--- config.mk ---
export PLATFORM = sky130hd
export DESIGN_NAME = mem_access_ctrl_flat
export DESIGN_NICKNAME = d
export VERILOG_FILES = /design/src/rtl/mem_access_ctrl_pkg.sv /design/src/rtl/mem_access_ctrl_if.sv /design/src/rtl/mem_access_ctrl_timeout_ctr.sv /design/src/rtl/mem_access_ctrl.sv /design/src/flat_wrapper.sv
export SDC_FILE = /design/constraint.sdc
export NUM_CORES = 1
export LEC_CHECK = 0
export CORE_ASPECT_RATIO = 1.2
export CORE_MARGIN = 5
export CORE_UTILIZATION = 37
export DETAILED_ROUTE_END_ITERATION = 10
export PLACE_DENSITY_LB_ADDON = 0.15
export SYNTH_ARGS = -nofsm -noshare
export SYNTH_HDL_FRONTEND = slang
export SYNTH_SLANG_ARGS = --single-unit
export TNS_END_PERCENT = 50
--- constraint.sdc ---
create_clock -name clk_i -period 1.6 [get_ports clk_i]
set_input_delay 0.16 -clock clk_i [delete_from_list [all_inputs] [get_ports clk_i]]
set_output_delay 0.16 -clock clk_i [all_outputs]
set_load 0.005 [all_outputs]
--- src/rtl/mem_access_ctrl_pkg.sv ---
// Shared definitions for the MEM-stage data-memory access controller.
// Holds the FSM state encoding and the field layout of the EX/MEM mem_control bits.
// Imported by the controller, its timeout counter and the bus interface users.
package mem_access_ctrl_pkg;

   typedef enum logic [1:0] {
      ST_IDLE = 2'd0,
      ST_REQ  = 2'd1,
      ST_WAIT = 2'd2,
      ST_DONE = 2'd3
   } state_e;

   // Bit positions inside mem_ctl: [1]=MemRead, [0]=MemWrite
   localparam int MEMCTL_RD_BIT = 1;
   localparam int MEMCTL_WR_BIT = 0;

   localparam logic [1:0] CTL_NONE  = 2'b00;
   localparam logic [1:0] CTL_STORE = 2'b01;
   localparam logic [1:0] CTL_LOAD  = 2'b10;
   localparam logic [1:0] CTL_BOTH  = 2'b11;

endpackage

--- src/rtl/mem_access_ctrl_if.sv ---
// Pipeline-side (EX/MEM) inputs and data-memory bus of the MEM-stage controller.
// Ports: mem_valid/mem_ctl/mem_addr/mem_wdata from EX/MEM; dmem_req/we/addr/wdata
// to the bus; dmem_gnt/rvalid/rdata back from the bus. master = controller side.
interface mem_access_ctrl_if #(
   parameter int ADDR_W = 32
);
   logic              mem_valid;
   logic [1:0]        mem_ctl;
   logic [ADDR_W-1:0] mem_addr;
   logic [31:0]       mem_wdata;
   logic              dmem_req;
   logic              dmem_we;
   logic [ADDR_W-1:0] dmem_addr;
   logic [31:0]       dmem_wdata;
   logic              dmem_gnt;
   logic              dmem_rvalid;
   logic [31:0]       dmem_rdata;

   modport master (
      input  mem_valid, mem_ctl, mem_addr, mem_wdata,
      input  dmem_gnt, dmem_rvalid, dmem_rdata,
      output dmem_req, dmem_we, dmem_addr, dmem_wdata
   );

   modport slave (
      output mem_valid, mem_ctl, mem_addr, mem_wdata,
      output dmem_gnt, dmem_rvalid, dmem_rdata,
      input  dmem_req, dmem_we, dmem_addr, dmem_wdata
   );
endinterface

--- src/rtl/mem_access_ctrl_timeout_ctr.sv ---
// Access timeout counter: 8-bit, cleared when a bus access starts, counts REQ/WAIT cycles.
// Ports: clk_i, reset_i (sync active-low), clr_i, en_i, expire_o (count == TIMEOUT_CYCLES-1).
// expire_o is combinational from the count register; clr_i wins over en_i.
module mem_timeout_ctr #(
   parameter int TIMEOUT_CYCLES = 16
) (
   input  logic clk_i,
   input  logic reset_i,
   input  logic clr_i,
   input  logic en_i,
   output logic expire_o
);
   localparam logic [7:0] EXPIRE_CNT = 8'(TIMEOUT_CYCLES - 1);

   logic [7:0] count_q, count_d;

   always_comb begin
      count_d = count_q;
      if (clr_i)
         count_d = 8'd0;
      else if (en_i)
         count_d = count_q + 8'd1;
   end

   always_ff @(posedge clk_i) begin
      if (!reset_i)
         count_q <= 8'd0;
      else
         count_q <= count_d;
   end

   assign expire_o = (count_q == EXPIRE_CNT);
endmodule

--- src/rtl/mem_access_ctrl.sv ---
// MEM-stage data-memory access sequencer: req/gnt/rvalid handshake, pipeline stall, load capture.
// Ports: clk_i, reset_i (sync active-low), bus (EX/MEM + dmem), mem_stall_o, load_data_o,
// access_done_o / access_err_o (1-cycle retire pulses). Misaligned, read+write and timed-out accesses flag an error.
module mem_access_ctrl
   import mem_access_ctrl_pkg::*;
#(
   parameter int TIMEOUT_CYCLES = 16,
   parameter int ADDR_W         = 32
) (
   input  logic                clk_i,
   input  logic                reset_i,
   mem_access_ctrl_if.master   bus,
   output logic                mem_stall_o,
   output logic [31:0]         load_data_o,
   output logic                access_done_o,
   output logic                access_err_o
);
   state_e            state_q, state_d;
   logic              err_q, err_d;
   logic              req_q, req_d;
   logic              we_q, we_d;
   logic [ADDR_W-1:0] addr_q, addr_d;
   logic [31:0]       wdata_q, wdata_d;
   logic [31:0]       load_q, load_d;
   logic              ctr_clr, ctr_en, expire;
   logic              is_load, is_store, start, bad;

   assign is_load  = (bus.mem_ctl == CTL_LOAD);
   assign is_store = (bus.mem_ctl == CTL_STORE);
   assign start    = bus.mem_valid & (is_load | is_store);
   // Read+write together is never a legal encoding; misaligned word access is refused.
   assign bad      = (start & (bus.mem_addr[1:0] != 2'b00)) |
                     (bus.mem_valid & (bus.mem_ctl == CTL_BOTH));

   mem_timeout_ctr #(.TIMEOUT_CYCLES(TIMEOUT_CYCLES)) u_timeout (
      .clk_i    (clk_i),
      .reset_i  (reset_i),
      .clr_i    (ctr_clr),
      .en_i     (ctr_en),
      .expire_o (expire)
   );

   always_comb begin
      state_d = state_q;
      err_d   = err_q;
      req_d   = req_q;
      we_d    = we_q;
      addr_d  = addr_q;
      wdata_d = wdata_q;
      load_d  = load_q;
      ctr_clr = 1'b0;
      ctr_en  = 1'b0;
      unique case (state_q)
         ST_IDLE: begin
            if (bad) begin
               state_d = ST_DONE;
               err_d   = 1'b1;
            end else if (start) begin
               state_d = ST_REQ;
               req_d   = 1'b1;
               we_d    = bus.mem_ctl[MEMCTL_WR_BIT];
               addr_d  = {bus.mem_addr[ADDR_W-1:2], 2'b00};
               wdata_d = bus.mem_wdata;
               ctr_clr = 1'b1;
            end
         end
         ST_REQ: begin
            ctr_en = 1'b1;
            // A grant on the last allowed cycle still completes the access.
            if (bus.dmem_gnt) begin
               req_d = 1'b0;
               if (we_q) begin
                  state_d = ST_DONE;
               end else if (bus.dmem_rvalid) begin
                  load_d  = bus.dmem_rdata;
                  state_d = ST_DONE;
               end else begin
                  state_d = ST_WAIT;
               end
            end else if (expire) begin
               req_d   = 1'b0;
               err_d   = 1'b1;
               state_d = ST_DONE;
            end
         end
         ST_WAIT: begin
            ctr_en = 1'b1;
            if (bus.dmem_rvalid) begin
               load_d  = bus.dmem_rdata;
               state_d = ST_DONE;
            end else if (expire) begin
               err_d   = 1'b1;
               state_d = ST_DONE;
            end
         end
         ST_DONE: begin
            state_d = ST_IDLE;
            err_d   = 1'b0;
         end
         default: state_d = ST_IDLE;
      endcase
   end

   always_ff @(posedge clk_i) begin
      if (!reset_i) begin
         state_q <= ST_IDLE;
         err_q   <= 1'b0;
         req_q   <= 1'b0;
         we_q    <= 1'b0;
         addr_q  <= '0;
         wdata_q <= 32'd0;
         load_q  <= 32'd0;
      end else begin
         state_q <= state_d;
         err_q   <= err_d;
         req_q   <= req_d;
         we_q    <= we_d;
         addr_q  <= addr_d;
         wdata_q <= wdata_d;
         load_q  <= load_d;
      end
   end

   assign bus.dmem_req   = req_q;
   assign bus.dmem_we    = we_q;
   assign bus.dmem_addr  = addr_q;
   assign bus.dmem_wdata = wdata_q;
   assign load_data_o    = load_q;
   assign access_done_o  = (state_q == ST_DONE);
   assign access_err_o   = (state_q == ST_DONE) & err_q;

   // The stall is held low during reset so the pipeline is never frozen by a stale decode.
   assign mem_stall_o = reset_i &
                        (((state_q == ST_IDLE) & (start | bad)) |
                         (state_q == ST_REQ) | (state_q == ST_WAIT));
endmodule
--- src/flat_wrapper.sv ---
// flat-port wrapper written by rule: the top's interface ports become plain ports
module mem_access_ctrl_flat import mem_access_ctrl_pkg::*;
#(
   parameter int TIMEOUT_CYCLES = 16,
   parameter int ADDR_W         = 32
)
  (clk_i, reset_i, mem_stall_o, load_data_o, access_done_o, access_err_o, bus_mem_valid, bus_mem_ctl, bus_mem_addr, bus_mem_wdata, bus_dmem_gnt, bus_dmem_rvalid, bus_dmem_rdata, bus_dmem_req, bus_dmem_we, bus_dmem_addr, bus_dmem_wdata);
  mem_access_ctrl_if #(.ADDR_W(ADDR_W)) bus_i ();
  input  logic clk_i;
  input  logic reset_i;
  output logic mem_stall_o;
  output logic [31:0] load_data_o;
  output logic access_done_o;
  output logic access_err_o;
  input wire logic [$bits(bus_i.mem_valid)-1:0] bus_mem_valid;
  input wire logic [$bits(bus_i.mem_ctl)-1:0] bus_mem_ctl;
  input wire logic [$bits(bus_i.mem_addr)-1:0] bus_mem_addr;
  input wire logic [$bits(bus_i.mem_wdata)-1:0] bus_mem_wdata;
  input wire logic [$bits(bus_i.dmem_gnt)-1:0] bus_dmem_gnt;
  input wire logic [$bits(bus_i.dmem_rvalid)-1:0] bus_dmem_rvalid;
  input wire logic [$bits(bus_i.dmem_rdata)-1:0] bus_dmem_rdata;
  output wire logic [$bits(bus_i.dmem_req)-1:0] bus_dmem_req;
  output wire logic [$bits(bus_i.dmem_we)-1:0] bus_dmem_we;
  output wire logic [$bits(bus_i.dmem_addr)-1:0] bus_dmem_addr;
  output wire logic [$bits(bus_i.dmem_wdata)-1:0] bus_dmem_wdata;
  assign bus_i.mem_valid = bus_mem_valid;
  assign bus_i.mem_ctl = bus_mem_ctl;
  assign bus_i.mem_addr = bus_mem_addr;
  assign bus_i.mem_wdata = bus_mem_wdata;
  assign bus_i.dmem_gnt = bus_dmem_gnt;
  assign bus_i.dmem_rvalid = bus_dmem_rvalid;
  assign bus_i.dmem_rdata = bus_dmem_rdata;
  assign bus_dmem_req = bus_i.dmem_req;
  assign bus_dmem_we = bus_i.dmem_we;
  assign bus_dmem_addr = bus_i.dmem_addr;
  assign bus_dmem_wdata = bus_i.dmem_wdata;
  mem_access_ctrl #(.TIMEOUT_CYCLES(TIMEOUT_CYCLES), .ADDR_W(ADDR_W)) u_core (.clk_i(clk_i), .reset_i(reset_i), .bus(bus_i), .mem_stall_o(mem_stall_o), .load_data_o(load_data_o), .access_done_o(access_done_o), .access_err_o(access_err_o));
endmodule
## Word level (Yosys, flattened, before mapping)

Index checks and enable logic that the tools add are counted.

| cells by class | value |
|---|---|
| eq/ne operators | 16 |
| multiplexer cells | 26 |
| reductions and logical operators | 10 |
| $add $sub $neg | 1 |
| bitwise operators | 13 |

Operator list:

| operator | number |
|---|---|
| $mux W32 | 3 |
| $pmux W32 S2 | 1 |
| $mux W1 | 13 |
| $mux W2 | 6 |
| $ne A2 B2 Y1 const B | 5 |
| $reduce_and A3 Y1 | 3 |
| $add A8 B1 Y8 const B | 1 |
| $eq A2 B2 Y1 const B | 4 |
| $eq A8 B4 Y1 const B | 1 |
| $pmux W2 S4 | 1 |
| $and A1 B1 Y1 | 6 |
| $reduce_bool A2 Y1 | 3 |
| $or A1 B1 Y1 | 5 |
| $eq A2 B1 Y1 const B | 2 |
| $ne A2 B1 Y1 const B | 2 |
| $pmux W1 S4 | 1 |
| $reduce_and A4 Y1 | 1 |
| $reduce_or A2 Y1 | 2 |
| $ne A3 B1 Y1 const B | 1 |
| $ne A3 B2 Y1 const B | 1 |
| $logic_not A2 Y1 | 1 |
| $not A1 Y1 | 2 |
| $pmux W1 S2 | 1 |

| word-level totals | value |
|---|---|
| logic and storage cells | 74 |
| register bits after elaboration | 107 |
| bits of input ports | 103 |

## Depth between registers and ports, before layout

| logic depth | value |
|---|---|
| depth in word-level cells | 10 |
| mapped depth | 8 |
| depth with buffers taken out | 6 |

## Hierarchy

A second synthesis with hierarchy kept.

| second synthesis, totals | value |
|---|---|
| cells, all modules | 514 |
| area total of the unflattened synthesis | 4285.4 µm² |

Modules (own cells, without submodules):

| module | area an instance (µm²) | instances | cells an instance |
|---|---|---|---|
| mem_access_ctrl | 3925.0 | 1 | 474 |
| mem_timeout_ctr | 360.3 | 1 | 40 |

## Least setup slack after synthesis

OpenSTA, ideal clock, no wires.

| timing path | value |
|---|---|
| path type | register -> register |
| start point | register u_core.state_q[1] |
| end point | register u_core.load_q[11], in the netlist u_core.load_data_o[11] |
| required time | 1.531 ns |
| path buffers | 2 |
| arrival time | 1.485 ns |
| stages on the path, launching flop included | 9 |
| setup slack | 0.047 ns |
| period minus slack after synthesis | 1.553 ns |
| cells stage by stage | dfxtp_1 inv_1 ha_1 buf_2 and3b_1 o21ai_4 buf_2 nand3_1 o21ai_1 |

| between the ends | value |
|---|---|
| longest elaborated chain between the ends | 3 |
| elaborated cells between the ends (all ways) | 7 |
| those cells by class | eq/ne: 4; mux: 1; reduce/logical: 2 |

RTL lines:

| element | RTL line | text |
|---|---|---|
| from (decl) | mem_access_ctrl.sv:18 | `state_e state_q, state_d;` |
| from (signal assigned) | mem_access_ctrl.sv:114 | `state_q <= state_d;` |
| $eq A2 B1 Y1 / $eq A2 B2 Y1 (equally long branches) | mem_access_ctrl.sv:53 | `unique case (state_q)` |
| $ne A2 B2 Y1 (no source line) / $reduce_bool A2 Y1 (equally long branches) | n/a |  |
| $reduce_and A3 Y1 (no source line) | n/a |  |
| to (signal assigned) | mem_access_ctrl.sv:120 | `load_q <= load_d;` |
| to (decl) | mem_access_ctrl.sv:24 | `logic [31:0] load_q, load_d;` |

Parallel ways exist; a longest one is shown, timed or not.
A chain may end at the register's enable or synchronous reset.

## Worst setup path in the final report

| timing path | value |
|---|---|
| start point | register u_core.state_q[0] |
| end point | register u_core.addr_q[14], in the netlist u_core.bus.dmem_addr[14] |

| between the ends | value |
|---|---|
| longest elaborated chain between the ends | 2 |

RTL lines:

| element | RTL line | text |
|---|---|---|
| $logic_not A2 Y1 | mem_access_ctrl.sv:53 |  |
| $reduce_and A3 Y1 (no source line) | n/a |  |
| to (signal assigned) | mem_access_ctrl.sv:118 | `addr_q <= addr_d;` |
| to (decl) | mem_access_ctrl.sv:22 | `logic [ADDR_W-1:0] addr_q, addr_d;` |

No other way between the ends.

==> metrics list <==
- Outcome: finished, final reports clean
* Die Ht: 127 um
- For this design the ratio of total power to cell area is 1060 nW/um2.
- Flop and latch count out of synthesis: 107
- Total via count in the routed design: 4186
- The H-tree was split into 3 levels.
- Walking the worst path, the cells encountered are inv_4, ha_4, buf_4, nand4_1, buf_6, buf_12, buf_12, nand2_1, a21boi_0.
- At the end of routability-driven placement, the weighted congestion stood at 0.782.
- Number of placement rows: 42
* Maximum cell stage delay along the critical path: approximately 380 ps
* Synthesized instance count: 505
* Maximum clock skew at final layout: 5.67 ps
* Detailed Route WL: 14.1 mm
- The cell area that synthesis handed to floorplanning was 4220 um2.
- For the worst setup path, the data arrival time is 1840 ps.
- Starting utilization of the core area: 38.1%
* Req. time, crit path: 1860 ps
- The later pin in the worst-skew pair is clocked with a latency of 340 ps.
- Synthesis-to-layout area growth: 72.2%
- Worst path most repeated cell: buf_12
- CTS saw 107 sinks.
- The number of antenna diodes in the final layout is 0.
* Per-cell routed wire length: 16.1 um
* Total count of max-transition violations in the final report: 0
- Most frequent standard cell in the layout excluding fill and tap cells: clkdlybuf4s50_1
- Yosys mapped a number of flops with a built-in enable equal to 0.
- Global routing used 18.2% of the available tracks across all layers.
- Number of optimization iterations in the first detailed-route pass: 4
- In this run, distinct cell masters in the synthesized netlist total 44.
- Fin Setup TNS: 0 ps
* Layout net count: 829
* Worst-path maximum fanout: 16
- TritonCTS built the clock tree.
- Number of DRC markers in iteration 0: 129
* Global-route track usage on met3: between 6 and 7%
* Clock-pin transition on the worst setup and hold timing paths: approximately 70 ps
* Met1 Use GR: 21.0%
* Setup-failing EPs final: 0
- In this run the number of cells on the critical path is 9.
- Half-perimeter wire length after detailed placement: 9.02 mm
- The total count of hold-check failures in the final report was 0.
* Sequential share of the synthesized area: 50.8%
- Entering global routing, the biggest net connects 91 pins.
* Clk root buf: clkbuf_16
- The floorplan step defined a die boundary enclosing 13600 um2.
* Number of clock buffers inserted by TritonCTS: 9
* Number of remaining DRC errors: 0
- Area of the placeable core: roughly 11000 um2
* Min Clock Period, post-route: 1580 ps
* Number of global-route vias before repair: between 4000 and 5000
* Async set-reset flop share out of synthesis: 0%
* Most utilized layer in the global route result: met2
* Remaining global-route overflow: 0
* Bufs on Longest Clock Path: 2
* GR Util met2: 31.9%
- Kind of capture point of the worst setup path: flop
- Cells fill between 60% and 70% of the core in the end.
- Average cell area after synthesis: between 8 and 9 um2
- The setup path with the least slack is of type reg2reg.
- Critical path's slowest cell: dfxtp_4
- FF-to-FF path depth: 9
- Number of stages on the worst hold path: 3
- Area of placed instances: 6480 um2
* Summed area of non-filler cells in the final layout: 7270 um2
- Yosys synthesis warning count: 0
- The tool flagged a number of max-cap violations equal to 0.
- Post-synthesis cell type with the largest combined area: dfxtp_1
* Floorplan die width: 107 um
* Top delay family on crit path: buffers and inverters
* Path class of the lowest-slack min-delay path: in2reg
- Pin placement for this block handled 204 I/O pins.
- The number of hold buffers added after CTS was 0.
- Static Leakage: roughly 2.7 nW
* Critical Path Start Type: flop
- Antenna violations before repair: 0
- After synthesis, the largest area contributor takes up between 50 and 60% of total cell area.
- Crit path buf inv count: 5
- IR analysis of the VDD net gives a maximum drop of 0.000698 V.
* Highest Clock Rate: 635 MHz
* Ratio of final minimum period to clock period: a little over nine tenths
- In this run the tool buffered the top-level ports with 201 buffer cells.
- Post-DR vias/cell: 4.76
* Main synth FF type: dfxtp_1
* Proportion of layout cells with a drive suffix above 1: roughly an eighth
- In the layout the commonest cells are 195 x clkdlybuf4s50_1, 167 x nand2_1, 105 x dfxtp_1.
- Ranked by total cell area, the synthesized netlist is headed by dfxtp_1 51%, nand2_1 15%, a21boi_1 11%, nand3_1 3.9%, o21ai_1 3.3%.
- Once detail routing completed, the nets flagged for antenna violations numbered 0.
- The first global-routing pass estimated 20.2 mm of wire.
-- stage by stage --
step / hold slack [ps] / std cells / power, mW / worst slack, ps
after global placement: 441 / 846 / 4.86 / -422
final: 302 / 879 / 7.70 / 24.9
after floorplan: 293 / 506 / 3.90 / 46.5
after global routing: 303 / 879 / 8.09 / -50.2
after detailed placement: 444 / 846 / 4.90 / -434
after CTS: 249 / 872 / 7.43 / -162
-- report_power, final --
part / internal [mW] / total (mW) / switching [mW]
clock: 1.46 / 2.42 / 0.967
sequential: 2.90 / 3.04 / 0.139
combinational: 1.30 / 2.24 / 0.934
total: 5.66 / 7.70 / 2.04
-- tightest hold or removal path, stage by stage --
cell	delay, ps
dlygate4sd2_1	280
nand2_1	100
a21boi_1	60
-- kinds of logic after synthesis --
kind of cell               synth area share, %
adders and majority gates                 1.78
DFF                                       50.8
AOI/OAI and AO/OA                         17.7
muxes                                    0.237
and+or+nand+nor                           23.4
xor gates and xnor gates                  1.45
other                                   0.0889
buffers and inverters                     4.63
-- registers in the layout, summed over array words and instances, names as in the netlist --
name / cells
u_core.bus.dmem_wdata: 32
u_core.bus.dmem_req: 1
u_core.bus.dmem_addr: 30
u_core.load_data_o: 32
u_core.err_q: 1
u_core.state_q: 2
u_core.u_timeout.count_q: 8
u_core.bus.dmem_we: 1
-- final timing paths --
check                                                      startpoint                                    end  slack, ps
worst min register to register  u_core.bus.dmem_addr[22]$_SDFFE_PN0P_  u_core.bus.dmem_addr[22]$_SDFFE_PN0P_        450
worst max-delay path                   u_core.state_q[0]$_SDFFE_PN0P_  u_core.bus.dmem_addr[14]$_SDFFE_PN0P_         20
worst min-delay path                                   bus_mem_ctl[0]        u_core.bus.dmem_we$_SDFFE_PN0P_        300
worst max register to register         u_core.state_q[0]$_SDFFE_PN0P_  u_core.bus.dmem_addr[14]$_SDFFE_PN0P_         20
-- cell type report --
class	instances	area [um2]
Sequential cell	107	2150
Multi-Input combinational cell	358	1990
Timing Repair Buffer	242	2600
Fill cell	882	3820
Inverter	2	10.0
Clock inverter	4	72.6
Tap cell	154	193
Clock buffer	12	256
-- layer usage --
metal	share of wire (%)	vias to the layer above
met5	0	-
met4	1.5	0
met3	8.5	15
met2	50	160
met1	40	1918
li1	-	2093
-- Yosys cell counts, types with 2 or more instances --
cell type / instances
a21boi_0: 3
nand4_1: 3
xor2_1: 3
o211ai_1: 2
buf_4: 4
nor2b_1: 4
inv_1: 2
nor2_1: 12
buf_2: 21
xnor2_1: 4
a21boi_1: 60
nand2_1: 168
clkbuf_1: 13
dfxtp_1: 107
nor3_1: 2
o21ai_0: 5
ha_1: 6
o21ai_1: 28
nand3_1: 33
-- what timing repair did --
action	CTS	global route
pin swaps	26	7
resized for setup	24	23
setup buffers	5	2
setup endpoints to repair	107	107
cloned	5	5
Note: power is estimated with default switching activity, not from simulation.
